`config.mk`:
```
export PLATFORM = sky130hd
export DESIGN_NAME = pipeline_ctrl_flat
export DESIGN_NICKNAME = d
export VERILOG_FILES = /design/src/rtl/pipeline_ctrl_if.sv /design/src/rtl/pipeline_ctrl.sv /design/src/flat_wrapper.sv
export SDC_FILE = /design/constraint.sdc
export NUM_CORES = 1
export LEC_CHECK = 0
export ABC_AREA = 1
export CORE_MARGIN = 2
export CORE_UTILIZATION = 30
export CTS_CLUSTER_DIAMETER = 60
export CTS_CLUSTER_SIZE = 8
export DETAILED_ROUTE_END_ITERATION = 7
export DONT_BUFFER_PORTS = 1
export SLEW_MARGIN = 20
export SYNTH_ARGS = -nofsm -noshare
export SYNTH_HDL_FRONTEND = slang
export SYNTH_SLANG_ARGS = --single-unit
```
`constraint.sdc`:
```
create_clock -name clk -period 2.2 [get_ports clk]
set_input_delay 0.11 -clock clk [delete_from_list [all_inputs] [get_ports clk]]
set_output_delay 0.11 -clock clk [all_outputs]
set_load 0.01 [all_outputs]
```
`src/rtl/pipeline_ctrl_if.sv`:
```
// Handshake bundle between the pipeline stages and the pipeline controller.
// The master side is the pipeline/divider (drives requests, observes control),
// the slave side is the controller itself.
interface pipeline_ctrl_if;
  logic        stallreq_id;
  logic        stallreq_ex;
  logic        div_req_i;
  logic        div_done_i;
  logic [31:0] excepttype_i;
  logic [31:0] cp0_epc_i;
  logic [5:0]  stall_o;
  logic        flush_o;
  logic [31:0] new_pc_o;
  logic        div_start_o;
  logic        div_annul_o;
  logic        div_timeout_o;
  logic [15:0] stall_cnt_o;

  modport master (
    output stallreq_id,
    output stallreq_ex,
    output div_req_i,
    output div_done_i,
    output excepttype_i,
    output cp0_epc_i,
    input  stall_o,
    input  flush_o,
    input  new_pc_o,
    input  div_start_o,
    input  div_annul_o,
    input  div_timeout_o,
    input  stall_cnt_o
  );

  modport slave (
    input  stallreq_id,
    input  stallreq_ex,
    input  div_req_i,
    input  div_done_i,
    input  excepttype_i,
    input  cp0_epc_i,
    output stall_o,
    output flush_o,
    output new_pc_o,
    output div_start_o,
    output div_annul_o,
    output div_timeout_o,
    output stall_cnt_o
  );
endinterface

```
`src/rtl/pipeline_ctrl.sv`:
```
// Pipeline controller: resolves hazard stalls, sequences the multi-cycle
// divider (start, wait, timeout abort) and redirects the PC on exceptions.
// All control outputs are combinational so they take effect in the same cycle.
module pipeline_ctrl (
  input  logic          clk,
  input  logic          rst,
  pipeline_ctrl_if.slave bus
);

  typedef enum logic [0:0] {
    RUN      = 1'b0,
    DIV_WAIT = 1'b1
  } state_t;

  // Stall patterns: EX-level stall holds PC..EX, ID-level stall holds PC..ID.
  localparam logic [5:0]  STALL_NONE  = 6'b000000;
  localparam logic [5:0]  STALL_ID    = 6'b000111;
  localparam logic [5:0]  STALL_EX    = 6'b001111;
  localparam logic [5:0]  DIV_LIMIT   = 6'd40;
  localparam logic [31:0] VEC_INT     = 32'h0000_0020;
  localparam logic [31:0] VEC_GENERAL = 32'h0000_0040;
  localparam logic [31:0] EXC_INT     = 32'h0000_0001;
  localparam logic [31:0] EXC_ERET    = 32'h0000_000e;

  state_t      state_q, state_d;
  logic [5:0]  waitCnt_q, waitCnt_d;
  logic        timeout_q, timeout_d;
  logic [15:0] stallCnt_q, stallCnt_d;

  logic        excActive;
  logic [31:0] excTarget;
  logic [5:0]  stallVec;
  logic        flush;
  logic [31:0] newPc;
  logic        divStart;
  logic        divAnnul;

  assign excActive = (bus.excepttype_i != 32'h0);

  // Exception redirect target: interrupts vector low, eret returns to EPC,
  // every other exception type goes to the general vector.
  always_comb begin
    excTarget = VEC_GENERAL;
    case (bus.excepttype_i)
      EXC_INT:  excTarget = VEC_INT;
      EXC_ERET: excTarget = bus.cp0_epc_i;
      default:  excTarget = VEC_GENERAL;
    endcase
  end

  // Next-state and output decode, priority exception > div done > timeout >
  // div start > EX stall > ID stall; everything is forced quiet during reset.
  always_comb begin
    state_d   = state_q;
    waitCnt_d = waitCnt_q;
    timeout_d = timeout_q;
    stallVec  = STALL_NONE;
    flush     = 1'b0;
    newPc     = 32'h0;
    divStart  = 1'b0;
    divAnnul  = 1'b0;
    if (!rst) begin
      if (excActive) begin
        flush    = 1'b1;
        newPc    = excTarget;
        divAnnul = (state_q == DIV_WAIT);
        state_d  = RUN;
      end else if (state_q == DIV_WAIT) begin
        if (bus.div_done_i) begin
          state_d = RUN;
        end else if (waitCnt_q == DIV_LIMIT) begin
          divAnnul  = 1'b1;
          timeout_d = 1'b1;
          state_d   = RUN;
        end else begin
          stallVec  = STALL_EX;
          waitCnt_d = waitCnt_q + 6'd1;
        end
      end else begin
        if (bus.div_req_i) begin
          divStart  = 1'b1;
          stallVec  = STALL_EX;
          waitCnt_d = 6'd0;
          state_d   = DIV_WAIT;
        end else if (bus.stallreq_ex) begin
          stallVec = STALL_EX;
        end else if (bus.stallreq_id) begin
          stallVec = STALL_ID;
        end
      end
    end
  end

  // Stalled-cycle performance counter, saturating at all ones.
  always_comb begin
    stallCnt_d = stallCnt_q;
    if ((stallVec != STALL_NONE) && (stallCnt_q != 16'hFFFF)) begin
      stallCnt_d = stallCnt_q + 16'd1;
    end
  end

  // State and counter registers with synchronous reset.
  always_ff @(posedge clk) begin
    if (rst) begin
      state_q    <= RUN;
      waitCnt_q  <= 6'd0;
      timeout_q  <= 1'b0;
      stallCnt_q <= 16'd0;
    end else begin
      state_q    <= state_d;
      waitCnt_q  <= waitCnt_d;
      timeout_q  <= timeout_d;
      stallCnt_q <= stallCnt_d;
    end
  end

  assign bus.stall_o       = stallVec;
  assign bus.flush_o       = flush;
  assign bus.new_pc_o      = newPc;
  assign bus.div_start_o   = divStart;
  assign bus.div_annul_o   = divAnnul;
  assign bus.div_timeout_o = timeout_q;
  assign bus.stall_cnt_o   = stallCnt_q;

endmodule

```
`src/flat_wrapper.sv`:
```
// flat-port wrapper written by rule: the top's interface ports become plain ports
module pipeline_ctrl_flat 
  (clk, rst, bus_stallreq_id, bus_stallreq_ex, bus_div_req_i, bus_div_done_i, bus_excepttype_i, bus_cp0_epc_i, bus_stall_o, bus_flush_o, bus_new_pc_o, bus_div_start_o, bus_div_annul_o, bus_div_timeout_o, bus_stall_cnt_o);
  pipeline_ctrl_if bus_i ();
  input  logic clk;
  input  logic rst;
  input wire logic [$bits(bus_i.stallreq_id)-1:0] bus_stallreq_id;
  input wire logic [$bits(bus_i.stallreq_ex)-1:0] bus_stallreq_ex;
  input wire logic [$bits(bus_i.div_req_i)-1:0] bus_div_req_i;
  input wire logic [$bits(bus_i.div_done_i)-1:0] bus_div_done_i;
  input wire logic [$bits(bus_i.excepttype_i)-1:0] bus_excepttype_i;
  input wire logic [$bits(bus_i.cp0_epc_i)-1:0] bus_cp0_epc_i;
  output wire logic [$bits(bus_i.stall_o)-1:0] bus_stall_o;
  output wire logic [$bits(bus_i.flush_o)-1:0] bus_flush_o;
  output wire logic [$bits(bus_i.new_pc_o)-1:0] bus_new_pc_o;
  output wire logic [$bits(bus_i.div_start_o)-1:0] bus_div_start_o;
  output wire logic [$bits(bus_i.div_annul_o)-1:0] bus_div_annul_o;
  output wire logic [$bits(bus_i.div_timeout_o)-1:0] bus_div_timeout_o;
  output wire logic [$bits(bus_i.stall_cnt_o)-1:0] bus_stall_cnt_o;
  assign bus_i.stallreq_id = bus_stallreq_id;
  assign bus_i.stallreq_ex = bus_stallreq_ex;
  assign bus_i.div_req_i = bus_div_req_i;
  assign bus_i.div_done_i = bus_div_done_i;
  assign bus_i.excepttype_i = bus_excepttype_i;
  assign bus_i.cp0_epc_i = bus_cp0_epc_i;
  assign bus_stall_o = bus_i.stall_o;
  assign bus_flush_o = bus_i.flush_o;
  assign bus_new_pc_o = bus_i.new_pc_o;
  assign bus_div_start_o = bus_i.div_start_o;
  assign bus_div_annul_o = bus_i.div_annul_o;
  assign bus_div_timeout_o = bus_i.div_timeout_o;
  assign bus_stall_cnt_o = bus_i.stall_cnt_o;
  pipeline_ctrl u_core (.clk(clk), .rst(rst), .bus(bus_i));
endmodule
```
# ---- After elaboration in Yosys (flattened, before gate mapping)
# Index checks and enable logic that the tools add are counted.
dict set report word_totals {
  register_bits 24
  inputBits 70
  word_cells 50
}
dict set report classes {
  addsub 2
  eq_ne 6
  n_mux 29
  n_reduce_logical 7
  bitwise 2
}
# cell count
set op_table {}
lappend op_table {{$mux 32} 2}
lappend op_table {{$pmux 32 s2} 1}
lappend op_table {{$mux 6} 10}
lappend op_table {{$eq 32x1->1 const B} 1}
lappend op_table {{$eq 32x4->1 const B} 1}
lappend op_table {{$reduce_bool 32->1} 1}
lappend op_table {{$add 16x1->16 const B} 1}
lappend op_table {{$ne 16x16->1 const B} 1}
lappend op_table {{$mux 1} 14}
lappend op_table {{$reduce_and 4->1} 2}
lappend op_table {{$add 6x1->6 const B} 1}
lappend op_table {{$eq 6x6->1 const B} 1}
lappend op_table {{$reduce_bool 6->1} 1}
lappend op_table {{$mux 4} 1}
lappend op_table {{$ne 2x2->1 const B} 2}
lappend op_table {{$mux 3} 1}
lappend op_table {{$not 1->1} 2}
lappend op_table {{$reduce_bool 2->1} 1}
lappend op_table {{$reduce_or 2->1} 1}
lappend op_table {{$logic_and 1x1->1} 1}

# ---- Logic depth before layout (Yosys ltp)
# Gate-level depths: netlist (run 1).
dict set report depth {
  word_depth 8
  depth_mapped 13
  mapped_depth_nobuf 13
}

# ---- Worst setup path after synthesis (run 1)
# No wires, ideal clock.
dict set report synth_path {
  kind {flip-flop to flip-flop}
  startpoint {register u_core.waitCnt_q[0]}
  endpoint {register u_core.stallCnt_q[12], in the netlist u_core.bus.stall_cnt_o[12]}
  path_slack_ps 473
  arrival_ps 1617
  path_stages_with_launch 13
  path_cell_list {dfxtp_1 inv_1 ha_1 nand2_1 inv_1 nand3_1 nand2_1 nand2_2 nand2_2 nor2_1 nand3_1 nand2_1 nor2_1}
}
dict set report synth_via {
  elab_chain_len 8
}
# element line_no
set synth_lines {}
lappend synth_lines {{start: declaration} pipeline_ctrl.sv:26} ;# logic [5:0] waitCnt_q, waitCnt_d;
lappend synth_lines {{start signal: assignment} pipeline_ctrl.sv:111} ;# waitCnt_q <= waitCnt_d;
lappend synth_lines {{$eq 6x6->1} pipeline_ctrl.sv:71} ;# end else if (waitCnt_q == DIV_LIMIT) begin
lappend synth_lines {{$mux 4} pipeline_ctrl.sv:71}
lappend synth_lines {{$mux 6} pipeline_ctrl.sv:69} ;# if (bus.div_done_i) begin
lappend synth_lines {{$mux 6} pipeline_ctrl.sv:68} ;# end else if (state_q == DIV_WAIT) begin
lappend synth_lines {{$mux 6} pipeline_ctrl.sv:63} ;# if (excActive) begin
lappend synth_lines {{$mux 6} pipeline_ctrl.sv:62} ;# if (!rst) begin
lappend synth_lines {{named net bus_stall_o[0]} flat_wrapper.sv:13} ;# output wire logic [$bits(bus_i.stall_o)-1:0] bus_stall_o;
lappend synth_lines {{$reduce_bool 6->1} pipeline_ctrl.sv:97} ;# if ((stallVec != STALL_NONE) && (stallCnt_q != 16'hFFFF)) begin
lappend synth_lines {{$logic_and 1x1->1} pipeline_ctrl.sv:97}
lappend synth_lines {{end signal: assignment} pipeline_ctrl.sv:113} ;# stallCnt_q <= stallCnt_d;
lappend synth_lines {{end: declaration} pipeline_ctrl.sv:28} ;# logic [15:0] stallCnt_q, stallCnt_d;
# The timed path passes the listed nets, and every way through them passes these cells.
# A chain may end at the register's enable or synchronous reset.

# ---- Final worst setup path (run 1)
dict set report layout_path {
  startpoint {register u_core.waitCnt_q[0]}
  endpoint {output port bus_stall_o[1]}
}
dict set report layout_via {
  elab_chain_len 6
}
# element line_no
set layout_lines {}
lappend layout_lines {{$eq 6x6->1} pipeline_ctrl.sv:71}
lappend layout_lines {{$mux 4} pipeline_ctrl.sv:71}
lappend layout_lines {{$mux 6} pipeline_ctrl.sv:69}
lappend layout_lines {{$mux 6} pipeline_ctrl.sv:68}
lappend layout_lines {{$mux 6} pipeline_ctrl.sv:63}
lappend layout_lines {{$mux 6} pipeline_ctrl.sv:62}
lappend layout_lines {{end: declaration} flat_wrapper.sv:13}
# No other way between the ends.

==> results of run 1 <==
==> stage by stage <==
step,util,worst slack (ns),area [µm²],cells
6_report,0.338,0.213,2160,413
5_1_grt,0.338,0.0194,2160,413
4_1_cts,0.336,0.118,2150,413
3_5_place_dp,0.326,0.316,2080,408
3_3_place_gp,0.326,0.368,2080,408
2_1_floorplan,-,0.473,2010,339
==> layout make-up <==
type                            count  area [µm²]  share of cell area
Tap cell                           77        96.3              0.0446
Inverter                           24        90.1              0.0417
Clock buffer                        4        55.1              0.0255
Timing Repair Buffer               11        85.1              0.0394
Multi-Input combinational cell    273        1350               0.626
Sequential cell                    24         480               0.223
==> critical path: cells and delay by family (launching register included) <==
family                     cells  cell delay, ns
DFF                            1            0.40
buffers and inverters          3            0.31
adders and majority gates      1            0.20
and+or+nand+nor                6            0.70
==> power by group through the flow <==
stage                     Clock, µW  Sequential [µW]  Combinational (µW)
after floorplan                   0              444                54.5
after global placement            0              444                56.8
after detailed placement          0              444                57.6
after CTS                       316              434                65.2
after global routing            332              434                74.4
final                           303              434                65.5
==> state kept, by name (all words and copies together), names as in the netlist <==
name,count
u_core.bus.div_timeout_o,1
u_core.bus.stall_cnt_o,16
u_core.state_q,1
u_core.waitCnt_q,6
==> layout by cell type (no fill, tap or decap), types with 4 or more instances in the layout <==
master,instances
nor2_1,77
xor2_1,8
nand2_1,91
buf_4,10
xnor2_1,5
nand4_1,20
clkbuf_8,4
dfxtp_1,24
a21oi_1,21
inv_1,22
o21ai_0,5
nand3_1,17
==> routing by layer <==
metal,GRT usage,vias up
li1,-,1075
met1,0.190,931
met2,0.278,104
met3,0.0212,5
met4,0.0390,0
met5,0,-
==> path summary, 6_finish.rpt <==
path / cells after the start / end
setup / recovery: 10 / bus_stall_o[1]
hold / removal: 3 / u_core.waitCnt_q[1]
setup reg to reg: 11 / u_core.bus.stall_cnt_o[11]
hold reg to reg: 2 / u_core.waitCnt_q[4]
==> cell families (layout without fill, tap and decap cells) <==
family,count (synthesis),in the layout,share of synthesized area
simple gates,226,226,0.511
buf+inv,42,39,0.0943
compound gates,29,29,0.0775
flops,24,24,0.240
xor+xnor,13,13,0.0568
fa+ha+maj,3,3,0.0187
other cells,1,2,0.00187
==> repair_timing <==
action                                 in CTS  in global routing
hold buffers                                1                  0
endpoints found under the hold margin      20                  0
resized for setup                           0                  2
buffers inserted                            0                  0
setup endpoints to repair                   0                  4
==> out/qor.yml, run 1 <==
outcome:
  run_status: "completed"
layout:
  finalNetCount: 410
  fillerInstances: 721
  insertedDiodeCount: 0
  area_growth_pct: 7.75
  drive_gt1_frac: 0.0893
power:
  vdd.ir_drop.worst_uv: 270
  power.density_cell_area_mw_per_mm2: 372
  leakage_uw: 0.000752
  relative_contribution_of_sequential_cells_to_total_power: 0.541
  totalPowerFinal_uw: 803
  swShare: 0.235
  power.internal_uw: 614
  power.combinational.fraction: 0.082
  clock_power_share: 0.378
  reported_net_switching_power_uw: 189
logic_synthesis:
  synth-async-reset-ratio: 0
  post-synth-top-count-cell: "nand2_1"
  post-synth-top-area-fraction: 0.240
  post-synth-top-area-cell: "dfxtp_1"
  postSynthAreaPerCell_um2: 5.93
  cell_variety_after_synth: 33
  ys.flop_type: "dfxtp_1"
  synth_top_cells_by_area: "dfxtp_1 (24%), nand2_1 (17%), nor2_1 (15%)"
  yosys-top-cells-count: "nand2_1 (91), nor2_1 (79), dfxtp_1 (24)"
  yosysSeqAreaShare: 0.240
  synth-seq-cells: 24
  synth_enable_flop_cells: 0
  synthesized_instance_count: 338
  post_synth_instance_area_mm2: 0.00200
  yosys_warning_total: 0
timing:
  finalSetupViolCount: 0
  final.period_utilization: 0.903
  drv_slew: 0
  worstMarginPinSlew_ns: 0.824
  report.final.hold_viol_count: 0
  min_period_ns: 1.99
  setup_tns_ns: 0
  fmax_ghz: 0.503
  unrepaired_setup_endpoints_after_global_routing: "false"
  worst_slew_margin_rel: 0.449
  worst_clock_skew_ns: 0.00224
  fin_worst_hold_slack_ns: 0.0506
clocking:
  clk_pin_slew_worst_paths_ns: 0.08
  ctsLongestPathBuffers: 2
  tritoncts: "yes"
  ctsHtreeMaxLevel: 1
  clkLatencyLatePin_ns: 0.27
  clock_sink_count: 24
  numCtsBuffers: 3
  ctsRootBufferMaster: "clkbuf_8"
drt:
  num_vias: 2115
  ant_nets: 0
  vias_per_cell: 5.12
  post-route-drc-count: 0
  detail_route.first_pass.iterations: 4
  met3RoutedLength_um: 380
  m1WireLength_um: 2400
  wire_per_inst_um: 14.0
  met2RoutedLength_um: 2930
  finalWirelength_um: 5780
  drt_first_iter_violations: 162
  top_layer_used: "met4"
grt:
  grt_start_max_net_pins: 34
  gr-usage-all-layers: 0.153
  grt_overflow: 0
  grt_first_pass_wirelength_um: 9110
  antenna_found_initial: 0
  number_of_global_route_vias_before_repair: 1895
hold_path:
  hold_path_class: "input pin to flop"
  hp-start: "bus_div_done_i"
setup_path:
  critical-path-max-stage-delay_ns: 0.40
  type_of_the_worst_setup_path: "flop to output port"
  crit_path_cell_trace: "inv_1 > ha_1 > nand2_1 > inv_1 > nand3_1 > nand2_1 > nand2_2 > nand2_2 > nor2_2 > buf_4"
  cp.arrival_ns: 1.88
  cp_slowest_cell: "dfxtp_1"
  r2r_start: "u_core.waitCnt_q[0]"
  worst_ep_required_time_ns: 2.09
  endpoint_kind: "output port"
  ff_to_ff_setup_slack_ns: 0.28
  crit_fanout: 6
  startpoint_of_the_most_critical_setup_path: "u_core.waitCnt_q[0]"
  cp-start-kind: "flop"
floorplan:
  design.die.area_mm2: 0.00735
  core_area_mm2: 0.00639
  start_util: 0.314
  boundaryPins: 128
  core.rowCount: 29
  fp.dieH_um: 85.7
  die_width_um: 85.7
place:
  dpl.hpwl_um: 4530
  gpl.final_weighted_congestion: 0.890
  port_buffers: 0
flow_run:
  cap_violations: 0
Note: power is estimated with default switching activity, not from simulation.
==> inputs of run 2 (changes only) <==
--- a/config.mk
+++ b/config.mk
@@ -12,6 +12,7 @@
 export CTS_CLUSTER_SIZE = 8
 export DETAILED_ROUTE_END_ITERATION = 7
 export DONT_BUFFER_PORTS = 1
+export HOLD_SLACK_MARGIN = 0.06
 export SLEW_MARGIN = 20
 export SYNTH_ARGS = -nofsm -noshare
 export SYNTH_HDL_FRONTEND = slang
==> constraint.sdc (replaced) <==
create_clock -name clk -period 2.2 [get_ports clk]
set_input_delay 0.22 -clock clk [delete_from_list [all_inputs] [get_ports clk]]
set_output_delay 0.22 -clock clk [all_outputs]
set_load 0.01 [all_outputs]
==> out/qor.yml, run 2 (same netlist as run 1, synthesis figures left out) <==
setup_path:
  crit_path_cell_trace: "inv_1 > ha_1 > nand2_1 > inv_1 > nand3_1 > nand2_1 > nand2_2 > nand2_2 > nor2_2 > buf_4"
  timing.critical_path.buf_inv: 3
  cp_slowest_cell: "dfxtp_1"
  critical-path-max-stage-delay_ns: 0.41
  type_of_the_worst_setup_path: "flop to output port"
  cpLargestDelayFamily: "simple AND/OR/NAND/NOR gates"
  endpoint_kind: "output port"
  crit_fanout: 6
  cp-start-kind: "flop"
  cp.arrival_ns: 1.83
  worst_ep_required_time_ns: 1.98
drt:
  drt_first_iter_violations: 111
  vias_per_cell: 5.19
  detail_route.first_pass.iterations: 5
  num_vias: 2143
  wire_per_inst_um: 14.1
  finalWirelength_um: 5830
  ant_nets: 0
  post-route-drc-count: 0
clocking:
  ctsRootBufferMaster: "clkbuf_8"
  tritoncts: "yes"
  clkLatencyLatePin_ns: 0.27
  ctsLongestPathBuffers: 2
  clk_pin_slew_worst_paths_ns: 0.09
  clock_sink_count: 24
  numCtsBuffers: 3
  ctsHtreeMaxLevel: 1
power:
  totalPowerFinal_uw: 810
  power.density_cell_area_mw_per_mm2: 376
  power.combinational.fraction: 0.080
  clock_power_share: 0.384
  leakage_uw: 0.000751
  power.internal_uw: 614
  relative_contribution_of_sequential_cells_to_total_power: 0.536
  reported_net_switching_power_uw: 196
  swShare: 0.242
  vdd.ir_drop.worst_uv: 219
layout:
  fin_cells: 413
  utilization: 0.337
  finalNetCount: 410
  commonest_cells_after_routing_fill_and_taps_aside: "nand2_1 (91), nor2_1 (77), dfxtp_1 (23), inv_1 (22), a21oi_1 (21)"
  insertedDiodeCount: 0
  largest_reg_flops: 16
  layout.cells.most_common: "nand2_1"
  area_growth_pct: 7.37
  drive_gt1_frac: 0.0923
grt:
  grt_overflow: 0
  antenna_found_initial: 0
  number_of_global_route_vias_before_repair: 1948
  grt_first_pass_wirelength_um: 9310
  gr-usage-all-layers: 0.153
  grt_start_max_net_pins: 33
floorplan:
  start_util: 0.314
  core.rowCount: 29
  die_width_um: 85.7
  core_area_mm2: 0.00639
  boundaryPins: 128
  design.die.area_mm2: 0.00735
  fp.dieH_um: 85.7
timing:
  finalSetupViolCount: 0
  final.period_utilization: 0.930
  setup_tns_ns: 0
  worstMarginPinSlew_ns: 0.785
  drv_slew: 0
  min_period_ns: 2.05
  report.final.hold_viol_count: 0
  worst_slew_margin_rel: 0.475
  unrepaired_setup_endpoints_after_global_routing: "false"
  fmax_ghz: 0.489
  worst_clock_skew_ns: 0.00726
place:
  gpl.final_weighted_congestion: 0.920
  port_buffers: 0
  dpl.hpwl_um: 4620
  placedCellCount: 408
flow_run:
  cap_violations: 0
hold_path:
  hold_path_class: "input pin to flop"
outcome:
  run_status: "completed"
==> run 2: final timing paths <==
path	start	end	slack [ns]	cells past startpoint
worst max-delay path	u_core.waitCnt_q[1]	bus_stall_o[0]	0.15	10
worst min-delay path	bus_div_done_i	u_core.bus.div_timeout_o	0.13	3
worst max register to register	u_core.waitCnt_q[1]	u_core.bus.stall_cnt_o[14]	0.31	11
worst min register to register	u_core.waitCnt_q[5]	u_core.waitCnt_q[5]	0.49	2
==> run 2: stage by stage <==
step                hold WS, ns  area, µm²  setup slack [ns]
floorplan                 0.289       2010             0.387
global placement          0.293       2080             0.380
detailed placement        0.294       2080             0.331
CTS                       0.138       2150            0.0521
global route              0.143       2150           0.00928
finish                    0.134       2150             0.155
==> run 2: worst reg2reg max path, delay by kind of cell, from the launching register on <==
kind | cells | cell delay (ns)
adders and majority gates | 1 | 0.17
DFF | 1 | 0.41
AOI/OAI and AO/OA | 1 | 0.16
buffers and inverters | 2 | 0.10
and+or+nand+nor | 7 | 0.97
==> run 2: what timing repair did <==
item,in CTS,in global routing
buffers inserted,0,0
gates resized for setup,0,2
hold buffers,1,0
hold endpoints to repair,20,0
endpoints found under the setup margin,0,3
==> run 2: power groups by stage <==
stage               registers, µW  logic [µW]  clock network (µW)
global route                  434        73.9                 341
CTS                           434        65.2                 320
floorplan                     444        54.5                   0
finish                        434        64.8                 311
detailed placement            444        57.7                   0
global placement              444        56.7                   0
==> run 2: cell type report <==
| cell class | instances | area (µm²) |
|---|---|---|
| clock buffer | 4 | 55.1 |
| multi-input combinational | 273 | 1340 |
| fill | 705 | 4240 |
| sequential | 24 | 482 |
| inverter | 24 | 90.1 |
| timing repair buffer | 11 | 85.1 |
| tap | 77 | 96.3 |
==> run 2: layer usage <==
layer | global-route usage | wire length, µm | vias to the layer above
met5 | 0 | 0 | -
met4 | 0.0390 | 69 | 0
met3 | 0.0241 | 416 | 7
met2 | 0.282 | 2960 | 108
met1 | 0.183 | 2390 | 948
li1 | - | - | 1080
==> inputs of run 3 (changes only) <==
--- a/config.mk
+++ b/config.mk
@@ -6,7 +6,6 @@
 export NUM_CORES = 1
 export LEC_CHECK = 0
 export ABC_AREA = 1
-export CORE_MARGIN = 2
 export CORE_UTILIZATION = 30
 export CTS_CLUSTER_DIAMETER = 60
 export CTS_CLUSTER_SIZE = 8
==> out/qor.yml, run 3 (same netlist as run 1, synthesis figures left out) <==
hold_path:
  hp-start: "bus_div_done_i"
  hold_path_class: "input pin to flop"
  holdPathEnd: "u_core.bus.div_timeout_o"
  worstHoldPathCells: 3
drt:
  detail_route.first_pass.iterations: 4
  post-route-drc-count: 0
  finalWirelength_um: 5680
  drt_first_iter_violations: 170
  ant_nets: 0
  wire_per_inst_um: 13.7
  vias_per_cell: 5.17
  num_vias: 2149
setup_path:
  worst_ep_required_time_ns: 1.98
  ff_to_ff_setup_slack_ns: 0.31
  crit_path_cell_trace: "inv_1 > ha_1 > nand2_1 > inv_1 > nand3_1 > nand2_1 > nand2_4 > nand2_2 > nor2_2 > buf_4"
  endpoint_kind: "output port"
  cp-start-kind: "flop"
  cp.arrival_ns: 1.80
  endpoint_of_the_worst_register_to_register_path: "u_core.bus.stall_cnt_o[7]"
  critical-path-max-stage-delay_ns: 0.37
  crit_fanout: 6
  cp_slowest_cell: "dfxtp_2"
  type_of_the_worst_setup_path: "flop to output port"
  r2r.worst_path.cells: 10
  r2r_start: "u_core.waitCnt_q[0]"
timing:
  min_period_ns: 2.02
  worst_clock_skew_ns: 0.00812
  fmax_ghz: 0.494
  final.period_utilization: 0.919
  fin_worst_hold_slack_ns: 0.149
  worst_slew_margin_rel: 0.432
  report.final.hold_viol_count: 0
  unrepaired_setup_endpoints_after_global_routing: "false"
  finalSetupViolCount: 0
  drv_slew: 0
  worstMarginPinSlew_ns: 0.850
  setup_tns_ns: 0
place:
  port_buffers: 0
  placedCellCount: 411
  gpl.final_weighted_congestion: 0.966
  postPlaceCellArea_mm2: 0.00210
  dpl.hpwl_um: 4390
clocking:
  clkLatencyLatePin_ns: 0.28
  clk_pin_slew_worst_paths_ns: 0.09
  clock_sink_count: 24
  ctsHtreeMaxLevel: 1
  numCtsBuffers: 3
  ctsRootBufferMaster: "clkbuf_8"
  tritoncts: "yes"
  ctsLongestPathBuffers: 2
layout:
  commonest_cells_after_routing_fill_and_taps_aside: "nand2_1 (91), nor2_1 (77), inv_1 (22), dfxtp_1 (22), a21oi_1 (21)"
  layout.cells.most_common: "nand2_1"
  insertedDiodeCount: 0
  fillerInstances: 695
  utilization: 0.344
  fin_cells: 416
  drive_gt1_frac: 0.103
  largest_reg_flops: 16
  final_cell_area_mm2: 0.00220
  finalNetCount: 413
  area_growth_pct: 9.62
grt:
  gr-usage-all-layers: 0.162
  gr_busiest_metal: "met2"
  number_of_global_route_vias_before_repair: 2005
  grt_overflow: 0
  grt_start_max_net_pins: 32
  grt_first_pass_wirelength_um: 9360
  antenna_found_initial: 0
  use_met1: 0.191
  use_met2: 0.297
  globalRouteMet3Util: 0.0198
floorplan:
  boundaryPins: 128
  die_width_um: 83.7
  design.die.area_mm2: 0.00701
  start_util: 0.314
  core_area_mm2: 0.00639
  fp.dieH_um: 83.7
  core.rowCount: 29
power:
  power.density_cell_area_mw_per_mm2: 409
  leakage_uw: 0.000783
  vdd.ir_drop.worst_uv: 337
flow_run:
  cap_violations: 0
outcome:
  run_status: "completed"
-- run 3: stage by stage --
| step | total power [µW] | worst slack, ns |
|---|---|---|
| 5_1_grt | 930 | 0.00563 |
| 3_3_place_gp | 502 | 0.360 |
| 4_1_cts | 908 | 0.0493 |
| 6_report | 899 | 0.177 |
| 3_5_place_dp | 503 | 0.329 |
| 2_1_floorplan | 499 | 0.387 |
-- run 3: cell type report --
cell class	instances	area [µm²]	share of cell area
timing repair buffer	14	108	0.0490
clock inverter	1	30.0	0.0137
inverter	24	90.1	0.0410
multi-input combinational	273	1350	0.614
clock buffer	3	41.3	0.0188
tap	77	96.3	0.0439
sequential	24	483	0.220
-- run 3: repair_timing --
action	in CTS	in global routing
endpoints found under the setup margin	0	8
setup buffers	0	0
endpoints found under the hold margin	20	0
hold buffers	1	0
resized for setup	0	4
-- run 3: worst max path at each step --
stage | start | end | slack [ns]
4_1_cts | u_core.waitCnt_q[0] | bus_stall_o[0] | 0.05
3_5_place_dp | u_core.waitCnt_q[0] | u_core.bus.stall_cnt_o[11] | 0.33
5_1_grt | u_core.waitCnt_q[0] | u_core.bus.stall_cnt_o[0] | 0.006
3_3_place_gp | u_core.waitCnt_q[0] | u_core.bus.stall_cnt_o[8] | 0.36
2_1_floorplan | u_core.waitCnt_q[0] | bus_stall_o[1] | 0.39
6_report | u_core.waitCnt_q[0] | bus_stall_o[0] | 0.18
-- run 3: worst max-delay path: cells and delay by family (launching register included) --
family                     cells  cell delay (ns)
and+or+nand+nor                6             0.66
DFF                            1             0.37
buffers and inverters          3             0.29
adders and majority gates      1             0.19
-- run 3: metal layers --
| metal | vias to the layer above | wire length, µm | share of wire |
|---|---|---|---|
| li1 | 1081 | - | - |
| met1 | 959 | 2370 | 0.42 |
| met2 | 99 | 2860 | 0.50 |
| met3 | 10 | 323 | 0.057 |
| met4 | 0 | 125 | 0.022 |
| met5 | - | 0 | 0 |
-- run 3: where the power goes --
group | total, µW | switching, µW | internal, µW
combinational | 66.6 | 45.3 | 21.2
clock | 398 | 155 | 244
sequential | 434 | 0.0000000115 | 434
